`config.mk`:
```
export PLATFORM = sky130hd
export DESIGN_NAME = decode_stage
export DESIGN_NICKNAME = d
export VERILOG_FILES = /design/src/rtl/decode_stage_pkg.sv /design/src/rtl/decode_stage_regfile_2r1w.sv /design/src/rtl/decode_stage.sv
export SDC_FILE = /design/constraint.sdc
export NUM_CORES = 2
export LEC_CHECK = 0
export CORE_UTILIZATION = 36
export DETAILED_ROUTE_END_ITERATION = 8
export PLACE_DENSITY = 0.63
export RECOVER_POWER = 100
export SLEW_MARGIN = 20
export SYNTH_ARGS = -nofsm -noshare
export SYNTH_HDL_FRONTEND = slang
export SYNTH_SLANG_ARGS = --single-unit
```
`constraint.sdc`:
```
create_clock -name clk -period 6.09 [get_ports clk]
set_input_delay 1.218 -clock clk [delete_from_list [all_inputs] [get_ports clk]]
set_output_delay 1.218 -clock clk [all_outputs]
set_load 0.05 [all_outputs]
```
`src/rtl/decode_stage_pkg.sv`:
```
// Shared definitions for the decode stage: opcode constants and helpers used
// by both the register file and the decode pipeline register.
package decode_stage_pkg;

  localparam logic [5:0] OP_ANDI = 6'h0C;
  localparam logic [5:0] OP_ORI  = 6'h0D;
  localparam logic [5:0] OP_XORI = 6'h0E;
  localparam logic [5:0] OP_LW   = 6'h23;

  // Register-address width for a given register count.
  function automatic int addr_width(input int nregs);
    return (nregs <= 2) ? 1 : $clog2(nregs);
  endfunction

  // Logical immediates are zero-extended; everything else sign-extends.
  function automatic logic is_zero_ext(input logic [5:0] op);
    return (op == OP_ANDI) || (op == OP_ORI) || (op == OP_XORI);
  endfunction

endpackage

```
`src/rtl/decode_stage_regfile_2r1w.sv`:
```
// Two asynchronous read ports, one synchronous write port, register 0 hardwired
// to zero, and write-through so a same-cycle write is visible on the reads.
module regfile_2r1w
  import decode_stage_pkg::*;
#(
  parameter  int DATA_W = 32,
  parameter  int NREGS  = 32,
  localparam int AW     = addr_width(NREGS)
) (
  input  logic              clk,
  input  logic              rst_n,
  input  logic              we,
  input  logic [AW-1:0]     waddr,
  input  logic [DATA_W-1:0] wdata,
  input  logic [AW-1:0]     raddr1,
  input  logic [AW-1:0]     raddr2,
  output logic [DATA_W-1:0] rdata1,
  output logic [DATA_W-1:0] rdata2
);

  logic [DATA_W-1:0] mem_q [NREGS];
  logic [DATA_W-1:0] mem_d [NREGS];

  always_comb begin
    mem_d = mem_q;
    if (we && (waddr != '0) && (int'(waddr) < NREGS)) begin
      mem_d[waddr] = wdata;
    end
  end

  // NOTE: the whole array is cleared by reset because the stage must read
  // zero from every register after reset, so this cannot map to plain SRAM.
  always_ff @(posedge clk or negedge rst_n) begin
    if (!rst_n) begin
      mem_q <= '{default: '0};
    end else begin
      // NOTE: non-blocking so every flop samples the pre-edge values.
      mem_q <= mem_d;
    end
  end

  // NOTE: each comb output gets a default first so no path infers a latch.
  always_comb begin
    rdata1 = '0;
    if ((raddr1 != '0) && (int'(raddr1) < NREGS)) begin
      rdata1 = (we && (waddr == raddr1)) ? wdata : mem_q[raddr1];
    end
  end

  always_comb begin
    rdata2 = '0;
    if ((raddr2 != '0) && (int'(raddr2) < NREGS)) begin
      rdata2 = (we && (waddr == raddr2)) ? wdata : mem_q[raddr2];
    end
  end

endmodule

```
`src/rtl/decode_stage.sv`:
```
// Decode stage: register read, immediate extension, load-use stall and a
// single valid/ready output register with held-operand refresh.
module decode_stage
  import decode_stage_pkg::*;
#(
  parameter  int DATA_W    = 32,
  parameter  int NREGS     = 32,
  parameter  bit HAZARD_EN = 1'b1,
  localparam int AW        = addr_width(NREGS)
) (
  input  logic              clk,
  input  logic              rst_n,
  input  logic              in_valid,
  output logic              in_ready,
  input  logic [31:0]       instr,
  input  logic              wb_en,
  input  logic [AW-1:0]     wb_reg,
  input  logic [DATA_W-1:0] wb_data,
  input  logic              ex_memread,
  input  logic [AW-1:0]     ex_rt,
  input  logic              flush,
  output logic              out_valid,
  input  logic              out_ready,
  output logic [5:0]        opcode,
  output logic [AW-1:0]     rs,
  output logic [AW-1:0]     rt,
  output logic [AW-1:0]     rd,
  output logic [DATA_W-1:0] read_data1,
  output logic [DATA_W-1:0] read_data2,
  output logic [DATA_W-1:0] imm_ext,
  output logic              stall
);

  typedef struct packed {
    logic [5:0]        opcode;
    logic [AW-1:0]     rs;
    logic [AW-1:0]     rt;
    logic [AW-1:0]     rd;
    logic [DATA_W-1:0] rdata1;
    logic [DATA_W-1:0] rdata2;
    logic [DATA_W-1:0] imm;
  } dec_t;

  logic [5:0]        in_op;
  logic [AW-1:0]     in_rs, in_rt, in_rd;
  logic signed [15:0] in_imm16;
  logic [DATA_W-1:0] in_imm;
  logic [DATA_W-1:0] rf_rdata1, rf_rdata2;
  logic              hazard, accept;

  dec_t dec_q, dec_d;
  logic valid_q, valid_d;

  assign in_op    = instr[31:26];
  assign in_rs    = instr[21 +: AW];
  assign in_rt    = instr[16 +: AW];
  assign in_rd    = instr[11 +: AW];
  assign in_imm16 = instr[15:0];

  always_comb begin
    in_imm = is_zero_ext(in_op) ? DATA_W'(instr[15:0]) : DATA_W'(in_imm16);
  end

  regfile_2r1w #(
    .DATA_W (DATA_W),
    .NREGS  (NREGS)
  ) u_regfile (
    .clk    (clk),
    .rst_n  (rst_n),
    .we     (wb_en),
    .waddr  (wb_reg),
    .wdata  (wb_data),
    .raddr1 (in_rs),
    .raddr2 (in_rt),
    .rdata1 (rf_rdata1),
    .rdata2 (rf_rdata2)
  );

  always_comb begin
    hazard = HAZARD_EN && in_valid && ex_memread && (ex_rt != '0) &&
             ((ex_rt == in_rs) || (ex_rt == in_rt));
  end

  assign in_ready = !hazard && (!valid_q || out_ready);
  assign accept   = in_valid && in_ready && !flush;
  // Held low during reset even if the EX-side inputs are not yet quiet.
  assign stall    = hazard && rst_n;

  always_comb begin
    dec_d   = dec_q;
    valid_d = valid_q;
    if (flush) begin
      valid_d = 1'b0;
    end else if (accept) begin
      valid_d       = 1'b1;
      dec_d.opcode  = in_op;
      dec_d.rs      = in_rs;
      dec_d.rt      = in_rt;
      dec_d.rd      = in_rd;
      dec_d.rdata1  = rf_rdata1;
      dec_d.rdata2  = rf_rdata2;
      dec_d.imm     = in_imm;
    end else if (out_ready) begin
      valid_d = 1'b0;
    end else if (valid_q && wb_en && (wb_reg != '0)) begin
      // Stalled output must not go stale against a late writeback.
      if (wb_reg == dec_q.rs) dec_d.rdata1 = wb_data;
      if (wb_reg == dec_q.rt) dec_d.rdata2 = wb_data;
    end
  end

  always_ff @(posedge clk or negedge rst_n) begin
    if (!rst_n) begin
      valid_q <= 1'b0;
      dec_q   <= '0;
    end else begin
      valid_q <= valid_d;
      dec_q   <= dec_d;
    end
  end

  assign out_valid  = valid_q;
  assign opcode     = dec_q.opcode;
  assign rs         = dec_q.rs;
  assign rt         = dec_q.rt;
  assign rd         = dec_q.rd;
  assign read_data1 = dec_q.rdata1;
  assign read_data2 = dec_q.rdata2;
  assign imm_ext    = dec_q.imm;

endmodule

```
==> results.md <==
- The run finished, with violations left.
- The final reports fail on capacitance limit, slew limit.
- Of all nets on the critical path, the largest fanout is 21.
- The global-route layer with the greatest usage is met2.
- In the layout the commonest cells are sky130_fd_sc_hd__dfrtp_1, sky130_fd_sc_hd__mux2_2, sky130_fd_sc_hd__mux4_2, sky130_fd_sc_hd__mux2i_1, sky130_fd_sc_hd__a22oi_1.
- The worst setup path is of the in2reg kind.
- The synthesized net count is 4168.
- Compared with the post-synthesis result, the final layout area differs by 13.2%.
- The minimum clock period is 5.60 ns.
- Of the total power, the clock network draws 0.351.
- The initial utilization of the core area, before any placement, comes to 0.363.
- CTS built an H-tree with a depth of 3.
- The clock edge transition at the registers on the reported setup and hold paths is 0.06 ns.
- The count of flip-flops with a built-in enable after synthesis is 0.
- Synthesis handed over a netlist of 4087 instances.
- The worst clock skew is 0.0302 ns.
- The worst hold path was traced through 0 stages.
- The internal power summed over all cells is 0.0162 W.
- In the global route stage, met1 resource usage came out at 0.311.
- The share of synthesized registers carrying an async set or reset is 1.00.
- Buffers inserted to repair hold after CTS numbered 0.
- The worst hold path terminates at u_regfile.mem_q[1003].
- The number of buffers created by CTS is 119.
- The initial antenna violation count is 4.
- The count of instances resized after the clock tree is built is 0.
- The via count of the first global-routing pass came to 39400.
- The final net count is 4119.
- Measured along the y axis, the die boundary spans 404 µm.
- The die covers 164000 µm².
- The static power due to leakage is 27.8 nW.
- The startpoint of the lowest-slack hold path is u_regfile.mem_q[1003].
- The pre-CTS setup slack is 1.16 ns.
- Buffers placed on the I/O ports in this run total 200.
- The pre-antenna-repair detailed-routing pass consisted of 6 iterations.
- The worst reg-to-reg path cell count is 6.
- The count of maximum capacitance violations is 42.
- The final worst hold slack is 0.399 ns.
- The origin of the critical flop-to-flop path is out_valid.
- Static timing analysis puts the maximum clock frequency at 0.179 GHz.
- For this design the ratio of total power to cell area is 344 nW/µm².
- The floorplan row count is 147.
- In this run the critical register-to-register path is captured at read_data2[25].
- The number of unique standard cell types used by synthesis is 50.
- The analysis attributes to net switching a power of 0.00652 W.
- The final hold violation count came to 0.
- The part of the total power dissipated in sequential elements is 0.437.
- Across the VDD grid, the largest voltage drop is 0.238 mV.
- The later pin in the worst-skew pair is clocked with a latency of 0.76 ns.
- For this run the aggregate overflow at the end of global routing stands at 0.
- Once detail routing completed, the nets flagged for antenna violations numbered 0.
- Setup violations remaining at the end of the flow were counted as 0.
- After synthesis, the mean cell area works out to 14.3 µm².
- Entering global routing, the biggest net connects 171 pins.
- After synthesis the netlist holds a flip-flop and latch count of 1122.
- The met3 global-route usage is 0.0401.
- For this design the top-level I/O count stands at 201.
- The library cell used most frequently in the layout, excluding fill and tap cells, is sky130_fd_sc_hd__dfrtp_1.
- The die is 404 µm wide.
- The routed design has 188000 µm of wire.
- The setup total negative slack is 0 ns.
- The worst-case register-to-register setup slack is 2.57 ns.
- The switching share of power is 0.288.
- The class of the tightest hold or removal check is reg2reg.
- The region available for standard cell placement spans 161000 µm².
- The count of final max-slew check failures is 1099.
- The global routing met2 resource utilization is 0.369.
- The worst setup path is captured at a register.
- The buffer type at the clock tree root is sky130_fd_sc_hd__clkbuf_16.
- Buffers added to address setup during post-CTS repair amount to 0.
- The overall via count from detail_route is 38600.
- STA classifies the critical path startpoint as a primary input.
- The first global-routing pass estimated 276000 µm of wire.
- The main flop type after synthesis is sky130_fd_sc_hd__dfrtp_1.
- Yosys printed 0 warnings.
- The design draws 0.0227 W.
- The number of sinks on the clock net is 1122.
- In this run the deepest clock path goes through 3 buffers.
- At the worst endpoint, the required time is 6.71 ns.
- Of the cells placed in the final design, the portion with a size suffix greater than 1 is 0.420.
- The mapped cell area is 58300 µm².
- Across all setup checks in the final design, the least slack found is 0.491 ns.
- In the routed layout, each cell is associated on average with a via count of 6.12.
- Headroom to the max-slew limit came out at -1.38.
- Setup repair after global routing left no endpoint under its margin.
- The final clock period utilization by the worst path is 0.919.
- For this run, the share of the core covered by cells in the final layout is 0.411.
- After detailed routing, the average wire length per cell comes to 29.9 µm.
- The share of total power dissipated in combinational logic is 0.212.
- The measured slew at the worst slew-check pin is 3.58 ns.
- For this run, the total global-route usage over all layers was measured as 0.229.
- The signal arrival time at the worst endpoint is 6.22 ns.
- The clock tree from TritonCTS is yes.
- The DRC violation count after routing is 0.
- For this run, the register share of the synthesized area comes to 0.482.
- The post-detailed-placement half-perimeter wirelength is 109000 µm.
- The final RePlAce weighted congestion is 0.821.
- The detailed router finished its first iteration with 4030 violations.
[sequential cells by signal (all words and copies together) (netlist names)]
register,flops
imm_ext,13
opcode,6
out_valid,1
rd,4
read_data1,32
read_data2,32
rs,5
rt,5
u_regfile.mem_q,1024
[synthesized netlist by cell type (2+ instances only)]
| master | n | area, µm² |
|---|---|---|
| sky130_fd_sc_hd__a2111oi_0 | 17 | 149 |
| sky130_fd_sc_hd__a211oi_1 | 54 | 405 |
| sky130_fd_sc_hd__a21oi_1 | 118 | 591 |
| sky130_fd_sc_hd__a221o_1 | 2 | 20.0 |
| sky130_fd_sc_hd__a22o_1 | 23 | 201 |
| sky130_fd_sc_hd__a22oi_1 | 175 | 1310 |
| sky130_fd_sc_hd__a31oi_1 | 31 | 194 |
| sky130_fd_sc_hd__and2_1 | 2 | 12.5 |
| sky130_fd_sc_hd__and3_1 | 3 | 18.8 |
| sky130_fd_sc_hd__buf_1 | 64 | 240 |
| sky130_fd_sc_hd__buf_2 | 104 | 521 |
| sky130_fd_sc_hd__buf_4 | 49 | 368 |
| sky130_fd_sc_hd__buf_6 | 10 | 113 |
| sky130_fd_sc_hd__clkbuf_1 | 256 | 961 |
| sky130_fd_sc_hd__dfrtp_1 | 1122 | 28100 |
| sky130_fd_sc_hd__mux2_2 | 1024 | 11500 |
| sky130_fd_sc_hd__mux2i_1 | 254 | 2540 |
| sky130_fd_sc_hd__mux4_2 | 385 | 8670 |
| sky130_fd_sc_hd__nand2_1 | 59 | 221 |
| sky130_fd_sc_hd__nand3_1 | 4 | 20.0 |
| sky130_fd_sc_hd__nand3b_1 | 7 | 52.6 |
| sky130_fd_sc_hd__nand4_1 | 3 | 18.8 |
| sky130_fd_sc_hd__nor2_1 | 87 | 327 |
| sky130_fd_sc_hd__nor2b_1 | 4 | 25.0 |
| sky130_fd_sc_hd__nor3_1 | 4 | 20.0 |
| sky130_fd_sc_hd__nor3b_1 | 6 | 45.0 |
| sky130_fd_sc_hd__o211ai_1 | 4 | 30.0 |
| sky130_fd_sc_hd__o21ai_0 | 35 | 175 |
| sky130_fd_sc_hd__o221ai_1 | 64 | 561 |
| sky130_fd_sc_hd__o22ai_1 | 64 | 400 |
| sky130_fd_sc_hd__or3_1 | 2 | 12.5 |
| sky130_fd_sc_hd__or3b_2 | 5 | 43.8 |
| sky130_fd_sc_hd__xnor2_1 | 20 | 175 |
| sky130_fd_sc_hd__xor2_1 | 10 | 87.6 |
[cells by family after synthesis]
logic type	after synthesis	share of synthesized area
mux	1663	0.390
flops	1122	0.482
compound gates	595	0.0707
buf+inv	484	0.0378
simple gates	193	0.0151
xor+xnor	30	0.00451
[layer usage]
layer	routed length, µm	vias to the layer above
li1	-	15700
met1	78300	20900
met2	89900	1582
met3	12900	391
met4	7110	0
met5	0	-
[how the worst max path moves through the flow]
stage | startpoint | to | cells past startpoint | slack [ns]
5_1_grt | wb_reg[1] | u_regfile.mem_q[574] | 5 | 0.55
3_5_place_dp | instr[19] | stall | 7 | 1.16
4_1_cts | instr[19] | stall | 7 | 1.15
6_report | wb_reg[3] | u_regfile.mem_q[545] | 5 | 0.49
3_3_place_gp | instr[19] | stall | 7 | 1.07
2_1_floorplan | ex_rt[1] | in_ready | 3 | 2.07
[critical path: stages]
cell and delay [ns]:
sky130_fd_sc_hd__dlygate4sd3_1 0.87, sky130_fd_sc_hd__nand3b_1 0.30, sky130_fd_sc_hd__nor2_1 1.65, sky130_fd_sc_hd__dlymetal6s4s_1 1.69, sky130_fd_sc_hd__mux2_2 0.45
[area by class of cell]
type	count	area, µm²
tap	2160	2700
antenna	1	2.50
clock buffer	180	3590
sequential	1122	28100
timing repair buffer	313	2780
multi-input combinational	2481	28100
fill	14700	94600
clock inverter	45	729
inverter	1	3.75
[metrics by stage]
step / cells / area [µm²]
final: 6303 / 66000
after global routing: 6303 / 66000
after CTS: 6302 / 66500
after detailed placement: 6077 / 62200
after global placement: 6077 / 62200
after floorplan: 4087 / 58300
[power by group through the flow]
stage / clock, W / sequential, W / combinational, W
floorplan: 0 / 0.0101 / 0.00319
global route: 0.00840 / 0.0101 / 0.00511
global placement: 0 / 0.00990 / 0.00480
CTS: 0.00809 / 0.00987 / 0.00490
finish: 0.00797 / 0.00991 / 0.00481
detailed placement: 0 / 0.0100 / 0.00489
(Power assumes the default switching activity.)
